==> config.mk <==
export PLATFORM = sky130hd
export DESIGN_NAME = am_pwm_sequencer_flat
export DESIGN_NICKNAME = d
export VERILOG_FILES = /design/src/rtl/am_pwm_sequencer_pkg.sv /design/src/rtl/am_pwm_sequencer_if.sv /design/src/rtl/am_pwm_sequencer_pwm_timebase.sv /design/src/rtl/am_pwm_sequencer.sv /design/src/flat_wrapper.sv
export SDC_FILE = /design/constraint.sdc
export NUM_CORES = 1
export LEC_CHECK = 0
export CORE_MARGIN = 1.5
export CORE_UTILIZATION = 46
export DETAILED_ROUTE_END_ITERATION = 8
export PLACE_DENSITY = 0.78
export SLEW_MARGIN = 5
export SYNTH_ARGS = -nofsm -noshare
export SYNTH_HDL_FRONTEND = slang
export SYNTH_SLANG_ARGS = --single-unit
==> constraint.sdc <==
create_clock -name clk -period 1.7 [get_ports clk]
set_clock_uncertainty 0.05 [all_clocks]
set_input_delay 0.255 -clock clk [delete_from_list [all_inputs] [get_ports clk]]
set_output_delay 0.255 -clock clk [all_outputs]
set_load 0.005 [all_outputs]
==> src/rtl/am_pwm_sequencer_pkg.sv <==
// Shared constants, state encoding and helpers for the AM PWM
// sequencer, its timebase and the modulator that follows it.
package am_pwm_sequencer_pkg;

    localparam int AM_PWM_STEPS         = 8;
    localparam int AM_CLKS_IN_PWM_STEPS = 2;

    typedef enum logic [1:0] {
        IDLE  = 2'd0,
        PRIME = 2'd1,
        RUN   = 2'd2
    } state_e;

    // Counter width for a 0..n-1 range, never narrower than one bit.
    function automatic int cnt_w(input int n);
        return (n > 1) ? $clog2(n) : 1;
    endfunction

endpackage

==> src/rtl/am_pwm_sequencer_if.sv <==
// Valid/ready sample stream from the FIFO/DSP into the sequencer.
interface am_pwm_sequencer_if #(
    parameter int SAMPLE_W = 8
) ();

    logic [SAMPLE_W-1:0] s_data;
    logic                s_valid;
    logic                s_ready;

    modport master (output s_data, output s_valid, input s_ready);
    modport slave  (input s_data, input s_valid, output s_ready);

endinterface

==> src/rtl/am_pwm_sequencer_pwm_timebase.sv <==
// Nested clk/step/period counters flagging PWM period and sample
// boundaries; held at zero while clr is high.
module pwm_timebase
    import am_pwm_sequencer_pkg::*;
#(
    parameter int STEPS   = AM_PWM_STEPS,
    parameter int CLKS    = AM_CLKS_IN_PWM_STEPS,
    parameter int PERIODS = 16
) (
    input  logic clk,
    input  logic rst,
    input  logic clr,
    output logic period_end,
    output logic sample_end
);

    localparam int CW = cnt_w(CLKS);
    localparam int SW = cnt_w(STEPS);
    localparam int PW = cnt_w(PERIODS);

    logic [CW-1:0] clk_q, clk_d;
    logic [SW-1:0] step_q, step_d;
    logic [PW-1:0] per_q, per_d;
    logic          last_clk, last_step, last_per;

    assign last_clk   = (clk_q == CW'(CLKS - 1));
    assign last_step  = (step_q == SW'(STEPS - 1));
    assign last_per   = (per_q == PW'(PERIODS - 1));
    assign period_end = last_clk & last_step;
    assign sample_end = period_end & last_per;

    always_comb begin
        clk_d  = last_clk ? '0 : clk_q + CW'(1);
        step_d = step_q;
        per_d  = per_q;
        if (last_clk)
            step_d = last_step ? '0 : step_q + SW'(1);
        if (period_end)
            per_d = last_per ? '0 : per_q + PW'(1);
        if (clr) begin
            clk_d  = '0;
            step_d = '0;
            per_d  = '0;
        end
    end

    always_ff @(posedge clk or posedge rst) begin
        if (rst) begin
            clk_q  <= '0;
            step_q <= '0;
            per_q  <= '0;
        end else begin
            clk_q  <= clk_d;
            step_q <= step_d;
            per_q  <= per_d;
        end
    end

endmodule

==> src/rtl/am_pwm_sequencer.sv <==
// Turns a stream of AM samples into glitch-free duty updates aligned
// to PWM period boundaries, with sync strobe and underrun flag.
module am_pwm_sequencer
    import am_pwm_sequencer_pkg::*;
#(
    parameter int PWM_STEPS          = AM_PWM_STEPS,
    parameter int CLKS_IN_PWM_STEPS  = AM_CLKS_IN_PWM_STEPS,
    parameter int PERIODS_PER_SAMPLE = 16,
    parameter int SAMPLE_W           = 8,
    parameter int DUTY_W             = 8
) (
    input  logic                clk,
    input  logic                rst,
    input  logic                enable,
    am_pwm_sequencer_if.slave   s,
    output logic [DUTY_W-1:0]   duty,
    output logic                duty_load,
    output logic                period_start,
    output logic                underrun,
    input  logic                underrun_clr,
    output logic                busy
);

    state_e              state_q, state_d;
    logic [DUTY_W-1:0]   duty_q, duty_d;
    logic                load_q, load_d;
    logic                ps_q, ps_d;
    logic                ur_q, ur_d;
    logic [SAMPLE_W-1:0] nxt_q, nxt_d;
    logic                full_q, full_d;
    logic                period_end, sample_end;
    logic                ready, accept;

    function automatic logic [DUTY_W-1:0] clamp(input logic [SAMPLE_W-1:0] x);
        if (int'(x) > PWM_STEPS)
            return DUTY_W'(PWM_STEPS);
        return DUTY_W'(x);
    endfunction

    pwm_timebase #(
        .STEPS   (PWM_STEPS),
        .CLKS    (CLKS_IN_PWM_STEPS),
        .PERIODS (PERIODS_PER_SAMPLE)
    ) u_tb (
        .clk        (clk),
        .rst        (rst),
        .clr        (state_q != RUN),
        .period_end (period_end),
        .sample_end (sample_end)
    );

    assign ready        = (state_q != IDLE) & ~full_q;
    assign accept       = s.s_valid & ready;
    assign s.s_ready    = ready;
    assign duty         = duty_q;
    assign duty_load    = load_q;
    assign period_start = ps_q;
    assign underrun     = ur_q;
    assign busy         = (state_q != IDLE);

    always_comb begin
        state_d = state_q;
        duty_d  = duty_q;
        load_d  = 1'b0;
        ps_d    = 1'b0;
        ur_d    = underrun_clr ? 1'b0 : ur_q;
        nxt_d   = nxt_q;
        full_d  = full_q;
        if (accept) begin
            nxt_d  = s.s_data;
            full_d = 1'b1;
        end
        unique case (state_q)
            IDLE: begin
                duty_d = '0;
                if (enable)
                    state_d = PRIME;
            end
            PRIME: begin
                if (full_q) begin
                    full_d = 1'b0;
                    if (!enable) begin
                        state_d = IDLE;
                    end else begin
                        state_d = RUN;
                        duty_d  = clamp(nxt_q);
                        load_d  = 1'b1;
                        ps_d    = 1'b1;
                    end
                end
            end
            RUN: begin
                ps_d = period_end;
                if (sample_end) begin
                    // Stopping drops the carrier: no sync strobe, and a
                    // sample landing on this edge is discarded too.
                    if (!enable) begin
                        state_d = IDLE;
                        duty_d  = '0;
                        load_d  = 1'b1;
                        ps_d    = 1'b0;
                        full_d  = 1'b0;
                    end else if (full_q) begin
                        duty_d = clamp(nxt_q);
                        load_d = 1'b1;
                        full_d = 1'b0;
                    end else begin
                        ur_d = 1'b1;
                    end
                end
            end
            default: state_d = IDLE;
        endcase
    end

    always_ff @(posedge clk or posedge rst) begin
        if (rst) begin
            state_q <= IDLE;
            duty_q  <= '0;
            load_q  <= 1'b0;
            ps_q    <= 1'b0;
            ur_q    <= 1'b0;
            nxt_q   <= '0;
            full_q  <= 1'b0;
        end else begin
            state_q <= state_d;
            duty_q  <= duty_d;
            load_q  <= load_d;
            ps_q    <= ps_d;
            ur_q    <= ur_d;
            nxt_q   <= nxt_d;
            full_q  <= full_d;
        end
    end

endmodule

==> src/flat_wrapper.sv <==
// flat-port wrapper written by rule: the top's interface ports become plain ports
module am_pwm_sequencer_flat import am_pwm_sequencer_pkg::*;
#(
    parameter int PWM_STEPS          = AM_PWM_STEPS,
    parameter int CLKS_IN_PWM_STEPS  = AM_CLKS_IN_PWM_STEPS,
    parameter int PERIODS_PER_SAMPLE = 16,
    parameter int SAMPLE_W           = 8,
    parameter int DUTY_W             = 8
)
  (clk, rst, enable, duty, duty_load, period_start, underrun, underrun_clr, busy, s_s_data, s_s_valid, s_s_ready);
  am_pwm_sequencer_if #(.SAMPLE_W(SAMPLE_W)) s_i ();
  input  logic clk;
  input  logic rst;
  input  logic enable;
  output logic [DUTY_W-1:0] duty;
  output logic duty_load;
  output logic period_start;
  output logic underrun;
  input  logic underrun_clr;
  output logic busy;
  input wire logic [$bits(s_i.s_data)-1:0] s_s_data;
  input wire logic [$bits(s_i.s_valid)-1:0] s_s_valid;
  output wire logic [$bits(s_i.s_ready)-1:0] s_s_ready;
  assign s_i.s_data = s_s_data;
  assign s_i.s_valid = s_s_valid;
  assign s_s_ready = s_i.s_ready;
  am_pwm_sequencer #(.PWM_STEPS(PWM_STEPS), .CLKS_IN_PWM_STEPS(CLKS_IN_PWM_STEPS), .PERIODS_PER_SAMPLE(PERIODS_PER_SAMPLE), .SAMPLE_W(SAMPLE_W), .DUTY_W(DUTY_W)) u_core (.clk(clk), .rst(rst), .enable(enable), .s(s_i), .duty(duty), .duty_load(duty_load), .period_start(period_start), .underrun(underrun), .underrun_clr(underrun_clr), .busy(busy));
endmodule
; ---- Word level (Yosys, flattened, before mapping)
; Index checks and enable logic that the tools add are counted.
[word_totals]
register_bits = 30
in_bits = 13
[op_classes]
bitwise = 5
n_eq_ne = 11
order_cmp = 1
n_reduce_logical = 7
muxes = 50
addsub = 3
[op_table]
columns = operator, n
row1 = 8-bit 2-to-1 mux, 8
row2 = 1-bit 2-to-1 mux, 26
row3 = 8-bit one-hot mux with 3 select lines, 1
row4 = 4-bit 2-to-1 mux, 3
row5 = 2-bit 2-to-1 mux, 5
row6 = 3-bit 2-to-1 mux, 3
row7 = 8-bit by 4-bit > comparator with 1-bit output (second input constant), 1
row8 = 2-bit != test (second input constant), 4
row9 = 1-bit one-hot mux with 2 select lines, 3
row10 = 2-bit one-hot mux with 3 select lines, 1
row11 = 2-bit nonzero test, 3
row12 = 5-bit AND reduction, 1
row13 = 4-bit by 1-bit adder with 4-bit output (second input constant), 1
row14 = 1-bit AND, 4
row15 = 4-bit == test (second input constant), 1
row16 = 2-bit by 1-bit != test with 1-bit output (second input constant), 2
row17 = 4-bit AND reduction, 1
row18 = 3-bit by 1-bit adder with 3-bit output (second input constant), 1
row19 = 3-bit == test (second input constant), 1
row20 = 3-bit by 2-bit != test with 1-bit output (second input constant), 1
row21 = 3-bit nonzero test, 1
row22 = 2-bit by 1-bit == test with 1-bit output (second input constant), 1
row23 = 2-bit == test (second input constant), 1
row24 = 2-bit zero test, 1
row25 = 2 further kinds, 2

; ---- Longest topological paths before layout
; Gate-level depths: netlist of the first run.
[logic_depth]
word_depth = 11
mapped_depth = 7
ltp_nobuf = 6

; ---- Hierarchy
; A second synthesis of the first run with hierarchy kept.
[hier_totals]
cells_unflattened = 128
hier_area_um2 = 1405.1
[by_module_without_submodules]
columns = module, cells_each, area_each_um2, seq_area_each_um2, instances
row1 = am_pwm_sequencer, 87, 1006.0, 550.5, 1
row2 = pwm_timebase, 41, 399.1, 200.2, 1

; ---- Worst setup path after synthesis of the first run
; OpenSTA, ideal clock, no wires.
[synth_path]
path_type = register to register
start = register u_core.u_tb.step_q[0]
end = register u_core.duty_q[4], in the netlist u_core.duty[4]
arrival_ns = 1.638
n_path_buf = 1
path_slack_ns = -0.107
path_stages_with_launch = 8
period_less_slack_ns = 1.807
t_required_ns = 1.531
cell_sequence = dfrtp_1 > ha_1 > ha_1 > nand2_2 > o21a_1 > or3_1 > buf_6 > and2_1
[synth_via]
elab_chain_cells = 5
[synth_rtl]
columns = item, line_no
row1 = from (decl), am_pwm_sequencer_pwm_timebase.sv:22  ; logic [SW-1:0] step_q, step_d;
row2 = from (signal assigned), am_pwm_sequencer_pwm_timebase.sv:54  ; step_q <= step_d;
row3 = 3-bit == test, am_pwm_sequencer_pwm_timebase.sv:27  ; assign last_step = (step_q == SW'(STEPS - 1));
row4 = 1-bit AND, am_pwm_sequencer_pwm_timebase.sv:29  ; assign period_end = last_clk & last_step;
row5 = 1-bit AND, am_pwm_sequencer_pwm_timebase.sv:30  ; assign sample_end = period_end & last_per;
row6 = 2-bit by 1-bit != test with 1-bit output (no line), -
row7 = 5-bit AND reduction (no line), -
row8 = to (signal assigned), am_pwm_sequencer.sv:127  ; duty_q <= duty_d;
row9 = to (decl), am_pwm_sequencer.sv:25  ; logic [DUTY_W-1:0] duty_q, duty_d;
; No other way between the ends.
; A chain may end at the register's enable or synchronous reset.

; ---- Final worst setup path of the first run
[layout_path]
start = register u_core.u_tb.step_q[0]
end = register u_core.duty_q[5], in the netlist u_core.duty[5]
; Same word-level chain as after synthesis.

==> out/qor.yml, run 1 <==
critical_path.startpoint_type: "flop"
status: "finished, violations left"
slowest_stage: "or3_4"
gp_congestion: 0.7516
cts.sinks: 30
core_area_um2: 3003
post-route-drc-count: 0
critPathLaunch: "u_core.u_tb.step_q[0]"
maxSlewViolCount: 0
grt_pass1_vias: 1168
antenna_found_initial: 0
setup_viol: 6
cpPeakStageDelay_ns: 0.46
power_per_cell_area_nw_per_um2: 1310
die-area_um2: 3450
critPathKind: "reg -> reg"
synth_nets: 148
hold_path.class: "in -> async"
endpoint_kind: "flop"
io_pins: 26
final_net_count: 196
arrival_ns: 1.89
finalCritPeriodShare_pct: 101.3
ys_ff_latch: 30
grtUsageMet3_pct: 5.934
numPortBuffers: 25
yosys_warnings: 0
grt_pass1_wl_mm: 5.085
die_h_um: 58.74
finalWirelength_mm: 3.072
drt_iter0_drc: 45
maxCapViolCount: 0
r2r_start: "u_core.u_tb.step_q[0]"
final_core_util_pct: 66.29
worst_pin_slew_ns: 0.3784
ys_types: 34
violations: "negative setup slack"
final.min_clock_period_ns: 1.722
cts_tree: "done"
required_ns: 1.87
wl_per_cell_um: 14.70
final_common_cell: "dfrtp_1"
synthTopCellsByArea: "dfrtp_1, mux2_2, ha_1, mux2i_1, nand2_1"
met2_usage_pct: 34.60
clk_latency_ns: 0.33
final_cell_mix: "dfrtp_1, clkdlybuf4s50_1, buf_4"
leakagePower_nw: 0.8964
power_mw: 2.607
slew_headroom_pct: 74.77
max_clock_freq_ghz: 0.5807
grt_usage_pct: 20.36
grt.overflow.total: 0
h-tree-depth: 2
instances_no_fill: 209
drive_above_1_share_pct: 28.98
area_growth_pct: 39.32
clockBufferDepth: 2
use_met1_pct: 22.55
path_clk_slew_ns: 0.09
firstDrtPassIters: 4
synth_top_area_share_pct: 52.54
vias: 1120
grt_max_degree: 31
ant_nets: 0
cpMostUsedCell: "ha_4"
synth-seq-area-share_pct: 52.54
path_cells: "ha_4 > ha_4 > nand2_4 > o21a_1 > or3_4 > and2_1"
fp-row-count: 20
rsz0062_at_grt: "true"
initial_utilization_pct: 47.58
grt_busiest_layer: "met2"
dp_hpwl_mm: 2.150
dp_cells: 198
peakVddDrop_uv: 717.3
avgViaCountPerCell: 5.359
antennaDiodeCount: 0
die_x_um: 58.74
cp_max_fo: 8
setup_slack_ns: -0.02206
cts_made_buffers: 5
syn_area_per_cell_um2: 11.16
ff2ff_setup_slack_ns: -0.02
hold_violations: 0
synth_cells: 128
synth_largest_area_cell: "dfrtp_1"
syn_area_um2: 1429
root_buffer: "clkbuf_4"
## state kept, by name, summed over array words and instances (netlist names)
| register | cells |
|---|---|
| u_core.period_start | 1 |
| u_core.nxt_q | 8 |
| u_core.underrun | 1 |
| u_core.u_tb.per_q | 4 |
| u_core.state_q | 2 |
| u_core.full_q | 1 |
| u_core.u_tb.clk_q | 1 |
| u_core.u_tb.step_q | 3 |
| u_core.duty_load | 1 |
| u_core.duty | 8 |
## report_power, final
| part | leakage [nW] | switching (mW) | internal, mW |
|---|---|---|---|
| clock network | 0.0308 | 0.234 | 0.148 |
| logic | 0.468 | 0.566 | 0.682 |
| registers | 0.397 | 0.107 | 0.870 |
## cell usage after synthesis
master	number
a21o_1	1
nor2_1	4
o22ai_1	1
nor4b_2	1
nand3_1	4
ha_1	7
a21boi_0	1
a31oi_1	1
o21ai_0	5
o31ai_1	2
dfrtp_1	30
or4_1	1
mux2_2	8
buf_2	1
xnor2_1	1
and2b_1	1
nand2b_1	4
nor2b_1	5
a21oi_1	4
a22oi_1	1
o21a_1	1
and3_1	1
clkbuf_1	1
or3_1	1
nand2_1	11
and2_1	6
nand2_2	1
nor3_1	1
o211ai_1	1
xor2_1	1
inv_1	10
buf_6	2
o311a_1	1
mux2i_1	7
## worst max-delay path: cells and delay by family, from the launching register on
kind / cells / cell delay (ns)
AO/OA/AOI/OAI: 1 / 0.19
adder cells (fa/ha/maj): 2 / 0.30
flip-flops: 1 / 0.40
AND/OR/NAND/NOR: 3 / 0.67
## final cells by class
type,instances,area [µm²]
clock buffers,5,37.54
clock inverters,2,10.01
fillers,238,1012
inverters,10,37.54
multi-input cells,84,701.9
flip-flops and latches,30,750.7
well taps,33,41.29
repair buffers,45,411.6
## final timing paths
check,to,cells after the start
setup / recovery,u_core.duty[5],6
setup reg to reg,u_core.duty[5],6
max in group asynchronous,u_core.duty[5],3
hold / removal,u_core.nxt_q[7],3
min in group clk,u_core.underrun,2
hold reg to reg,u_core.nxt_q[6],1
## per-layer routing
metal / up-vias / share of wire (%)
li1: 533 / -
met1: 552 / 40
met2: 30 / 54
met3: 5 / 3.8
met4: 0 / 2.2
met5: - / 0
## per-stage QoR
step	worst slack (ns)	hold slack (ns)	area [µm²]	TNS [ns]
after floorplan	-0.03489	0.2958	1449	-0.1455
after global placement	-0.08012	0.4255	1842	-0.4992
after detailed placement	-0.1271	0.4277	1842	-0.8385
after CTS	-0.02418	0.2558	1946	-0.1144
after global routing	-0.07501	0.2737	1991	-0.4380
final	-0.02206	0.2549	1991	-0.05298
## timing repair
| action | in CTS | in global routing |
|---|---|---|
| gates resized for setup | 12 | 8 |
| setup endpoints to repair | 10 | 10 |
| hold buffers | 0 | 0 |
| setup buffers | 4 | 0 |
| pin swaps | 9 | 3 |
## logic make-up (layout without fill, tap and decap cells)
group / after synthesis / in the layout / share of synthesized area [%]
buffers and inverters: 14 / 62 / 4.816
adders and majority gates: 7 / 7 / 6.129
and+or+nand+nor: 41 / 41 / 15.67
muxes: 15 / 15 / 11.21
AOI/OAI and AO/OA: 19 / 19 / 8.407
DFF: 30 / 30 / 52.54
xor gates and xnor gates: 2 / 2 / 1.226
(Power assumes the default switching activity.)
==> run 2: changes to the inputs <==
- RECOVER_POWER: default -> 50
==> run 2 against run 1 <==
Against the previous run:
- the flow still finishes with violations (negative setup slack)
- die area unchanged
- sequential cell count did not move
- fmax is essentially flat
- register-to-register slack barely moved
- critical endpoint unchanged
- highest routed layer unchanged
==> out/qor.yml, run 2 (synthesis results as in run 1) <==
grt_max_degree: 31  # unchanged
slew_headroom_pct: 50.69  # was 74.77%
finalCritPeriodShare_pct: 101.3  # about the same
fin_area_um2: 1988  # was 1991 µm²
grt_pass1_wl_mm: 5.085  # unchanged
final_core_util_pct: 66.21  # was 66.29%
numPortBuffers: 25  # unchanged
arrival_ns: 1.89  # about the same
grt_pass1_vias: 1168  # unchanged
endpoint_kind: "flop"  # unchanged
required_ns: 1.87  # about the same
dp_hpwl_mm: 2.150  # unchanged
drt_iter0_drc: 45  # unchanged
maxCapViolCount: 0  # unchanged
cts_tree: "done"  # unchanged
post-route-drc-count: 0  # unchanged
ant_nets: 0  # unchanged
die_h_um: 58.74  # unchanged
antennaDiodeCount: 0  # unchanged
fill_cells: 238  # unchanged
cts_made_buffers: 5  # unchanged
wl_per_cell_um: 14.69  # was 14.70 µm
clk_latency_ns: 0.33  # about the same
core_area_um2: 3003  # unchanged
critPathKind: "reg -> reg"  # unchanged
fp-row-count: 20  # unchanged
power_per_cell_area_nw_per_um2: 1311  # was 1310 nW/µm²
grt.overflow.total: 0  # unchanged
final_cell_mix: "dfrtp_1, clkdlybuf4s50_1, buf_4"  # unchanged
h-tree-depth: 2  # unchanged
path_clk_slew_ns: 0.09  # about the same
root_buffer: "clkbuf_4"  # unchanged
setup_slack_ns: -0.02207  # was -0.02206 ns
critical_path.startpoint_type: "flop"  # unchanged
avgViaCountPerCell: 5.359  # unchanged
final_common_cell: "dfrtp_1"  # unchanged
initial_utilization_pct: 47.58  # unchanged
vias: 1120  # unchanged
gp_congestion: 0.7516  # unchanged
rsz0062_at_grt: "true"  # unchanged
final.min_clock_period_ns: 1.722  # about the same
leakagePower_nw: 0.8960  # was 0.8964 nW
dp_cells: 198  # unchanged
firstDrtPassIters: 4  # unchanged
die-area_um2: 3450  # unchanged
grt_usage_pct: 20.36  # unchanged
final_net_count: 196  # unchanged
peakVddDrop_uv: 717.2  # was 717.3 µV
finalWirelength_mm: 3.071  # was 3.072 mm
antenna_found_initial: 0  # unchanged
io_pins: 26  # unchanged
setup_viol: 6  # unchanged
violations: "negative setup slack"  # unchanged
hold_ws_ns: 0.4379  # was 0.2549 ns
maxSlewViolCount: 0  # unchanged
area_growth_pct: 39.14  # was 39.32%
cts.sinks: 30  # unchanged
status: "finished, violations left"  # unchanged
hold_violations: 0  # unchanged
die_x_um: 58.74  # unchanged
place_area_um2: 1842  # unchanged
drive_above_1_share_pct: 28.98  # unchanged
power_mw: 2.606  # was 2.607 mW
ctsHoldBuffers: 0  # unchanged
max_clock_freq_ghz: 0.5807  # about the same
worst_pin_slew_ns: 0.7396  # was 0.3784 ns
clockBufferDepth: 2  # unchanged
instances_no_fill: 209  # unchanged
hold_path.class: "in -> reg"  # was in -> async
cp_max_fo: 8  # unchanged
## run 2: worst max-delay path, cell delays in order (launching register included)
cell	delay, ns
dfrtp_1	0.40
ha_4	0.16
ha_4	0.14
nand2_4	0.04
o21a_1	0.19
or3_4	0.46
and2_1	0.17
## run 2: what timing repair did
action | in CTS | in global routing
buffers inserted | 4 | 0
pin swaps | 9 | 3
gates resized for setup | 12 | 8
endpoints found under the setup margin | 10 | 10
## run 2: path summary, 6_finish.rpt
kind / from / endpoint / slack [ns] / cells after the start
setup / recovery: u_core.u_tb.step_q[0] / u_core.duty[5] / -0.02 / 6
hold / removal: underrun_clr / u_core.underrun / 0.44 / 2
setup reg to reg: u_core.u_tb.step_q[0] / u_core.duty[5] / -0.02 / 6
min in group asynchronous: rst / u_core.nxt_q[7] / 0.52 / 3
hold reg to reg: u_core.nxt_q[6] / u_core.nxt_q[6] / 0.47 / 1
max in group asynchronous: rst / u_core.duty[5] / 0.61 / 3
## run 2: cell type report
class	instances	area (µm²)	area share, %
flip-flops and latches	30	750.7	37.76
multi-input cells	84	701.9	35.31
repair buffers	45	409.1	20.58
well taps	33	41.29	2.077
clock buffers	5	37.54	1.888
inverters	10	37.54	1.888
clock inverters	2	10.01	0.5035
## run 2: per-stage QoR
step                      TNS [ns]  setup WS [ns]
after CTS                  -0.1144       -0.02418
after global placement     -0.4992       -0.08012
after detailed placement   -0.8385        -0.1271
after global routing       -0.4380       -0.07501
final                     -0.05305       -0.02207
after floorplan            -0.1455       -0.03489
## run 2: metal layers
layer,part of all wire [%],track usage [%]
met5,0,0
met4,2.2,11.69
met3,3.8,5.934
met2,54,34.60
met1,40,22.55
## run 2: power by group
| group | switching [mW] | internal (mW) |
|---|---|---|
| Sequential | 0.107 | 0.870 |
| Combinational | 0.566 | 0.681 |
| Clock | 0.234 | 0.148 |
| Total | 0.907 | 1.70 |
==> run 3: changes to the inputs <==
- clock period: 1.7 -> 1.51 ns (I/O delays scaled with it)
==> run 3 against run 2 <==
Against the previous run:
- the run still ends with negative setup slack left
- global-route usage up 0.96 points
- hold slack worse by 0.016 ns
- design area increased by 8.6%
- non-clock buffer count increased by 9
- register-to-register slack got worse by 0.17 ns
- die area is the same
- clock power is 16% higher
- critical path type unchanged
==> out/qor.yml, run 3 (synthesis results as in run 1) <==
status: "finished, violations left"  # unchanged
violations: "negative setup slack"  # unchanged
fp-row-count: 20  # unchanged
h-tree-depth: 2  # unchanged
critPathKind: "reg -> reg"  # unchanged
antennaDiodeCount: 0  # unchanged
dp_cells: 205  # was 198
grt_pass1_vias: 1174  # was 1,168
core_area_um2: 3003  # unchanged
antenna_found_initial: 0  # unchanged
avgViaCountPerCell: 5.165  # was 5.359
power_per_cell_area_nw_per_um2: 1577  # was 1311 nW/µm²
clk_latency_ns: 0.33  # about the same
area_growth_pct: 51.14  # was 39.14%
min_from: "underrun_clr"  # unchanged
numPortBuffers: 25  # unchanged
grt_max_degree: 31  # unchanged
endpoint_kind: "flop"  # unchanged
ant_nets: 0  # unchanged
dp_hpwl_mm: 2.369  # was 2.150 mm
peakVddDrop_uv: 863.7  # was 717.2 µV
grt_pass1_wl_mm: 5.299  # was 5.085 mm
cts_made_buffers: 5  # unchanged
worst_pin_slew_ns: 0.7357  # was 0.7396 ns
hold_ws_ns: 0.4216  # was 0.4379 ns
firstDrtPassIters: 4  # unchanged
vias: 1126  # was 1,120
cts_tree: "done"  # unchanged
r2r_cells: 6  # unchanged
drive_above_1_share_pct: 38.38  # was 28.98%
die_h_um: 58.74  # unchanged
finalWirelength_mm: 3.293  # was 3.071 mm
setup_slack_ns: -0.1966  # was -0.02207 ns
maxCapViolCount: 0  # unchanged
ff2ff_setup_slack_ns: -0.20  # was -0.02 ns
grt.overflow.total: 0  # unchanged
slew_headroom_pct: 50.95  # was 50.69%
clockBufferDepth: 2  # unchanged
die_x_um: 58.74  # unchanged
setup_viol: 22  # was 6
final_common_cell: "dfrtp_1"  # unchanged
setup_tns_ns: -2.523  # was -0.05305 ns
instances_no_fill: 218  # was 209
max_clock_freq_ghz: 0.5860  # was 0.5807 GHz
arrival_ns: 1.86  # was 1.89 ns
power_mw: 3.405  # was 2.606 mW
gp_congestion: 0.7697  # was 0.7516
die-area_um2: 3450  # unchanged
worst_r2r_endpoint: "u_core.duty[3]"  # was u_core.duty[5]
cp_max_fo: 8  # unchanged
cts.sinks: 30  # unchanged
io_pins: 26  # unchanged
whs_path_depth: 2  # unchanged
hold_violations: 0  # unchanged
leakagePower_nw: 1.092  # was 0.8960 nW
initial_utilization_pct: 47.58  # unchanged
finalCritPeriodShare_pct: 113.0  # was 101.3%
wl_per_cell_um: 15.11  # was 14.69 µm
final_core_util_pct: 71.92  # was 66.21%
rsz0062_at_grt: "true"  # unchanged
post-route-drc-count: 0  # unchanged
critical_path.startpoint_type: "flop"  # unchanged
final_cell_mix: "dfrtp_1, buf_4, clkdlybuf4s50_1"  # was dfrtp_1, clkdlybuf4s50_1, buf_4
r2r_start: "u_core.u_tb.step_q[1]"  # was u_core.u_tb.step_q[0]
maxSlewViolCount: 0  # unchanged
hold_path.class: "in -> reg"  # unchanged
required_ns: 1.67  # was 1.87 ns
drt_iter0_drc: 19  # was 45
root_buffer: "clkbuf_4"  # unchanged
fin_area_um2: 2160  # was 1988 µm²
pre_cts_ws_ns: -0.3203  # was -0.1271 ns
min_to: "u_core.underrun"  # unchanged
place_area_um2: 1899  # was 1842 µm²
grt_usage_pct: 21.32  # was 20.36%
final_net_count: 205  # was 196
final.min_clock_period_ns: 1.707  # was 1.722 ns
path_clk_slew_ns: 0.09  # about the same
==> run 3: changes by cell type in the layout (fill, tap and decap cells not counted), moves of 3 or more <==
cell and change:
buf_4 +3, buf_6 +7, clkdlybuf4s50_1 -6, dlymetal6s2s_1 +6, mux2_2 -8, mux2_4 +8
o21ai_0 -5, o21ai_1 +3
==> run 3: worst max-delay path, cell delays in order, from the launching register on <==
cell and delay (ns):
dfrtp_1 0.38, ha_2 0.20, ha_4 0.14, nand2_4 0.04
o21a_1 0.18, or3_4 0.45, mux2i_1 0.14
==> run 3: where the power goes <==
group	switching, mW	leakage [nW]	internal, mW
logic	0.776	0.669	1.06
registers	0.145	0.397	0.979
clock network	0.267	0.0254	0.175
==> run 3: worst max path at each step <==
| stage | startpoint | endpoint | slack (ns) | cells after the start |
|---|---|---|---|---|
| 6_report | u_core.u_tb.step_q[1] | u_core.duty[3] | -0.20 | 6 |
| 5_1_grt | u_core.u_tb.step_q[0] | u_core.duty[2] | -0.29 | 6 |
| 2_1_floorplan | u_core.u_tb.step_q[0] | u_core.duty[4] | -0.22 | 7 |
| 3_5_place_dp | u_core.u_tb.step_q[0] | u_core.duty[4] | -0.32 | 6 |
| 4_1_cts | u_core.u_tb.step_q[0] | u_core.duty[7] | -0.22 | 6 |
| 3_3_place_gp | enable | u_core.duty[4] | -0.25 | 5 |
==> run 3: routing by layer <==
metal  share of wire, %  vias up  global-route usage (%)
met3                4.2        7                   6.593
met4                1.4        0                   6.818
met1                 41      547                   24.25
met5                  0        -                       0
met2                 53       26                   37.94
li1                   -      546                       -
==> run 3: layout make-up <==
| class | count | area, µm² |
|---|---|---|
| clock buffers | 7 | 45.04 |
| inverters | 10 | 40.04 |
| fillers | 213 | 843.3 |
| repair buffers | 54 | 511.7 |
| flip-flops and latches | 30 | 750.7 |
| well taps | 33 | 41.29 |
| multi-input cells | 84 | 770.7 |
==> run 3: repair_timing <==
| item | 4_1_cts | 5_1_grt |
|---|---|---|
| setup buffers | 3 | 4 |
| setup endpoints to repair | 22 | 27 |
| pin swaps | 6 | 11 |
| resized for setup | 35 | 24 |
| hold buffers | 0 | 0 |
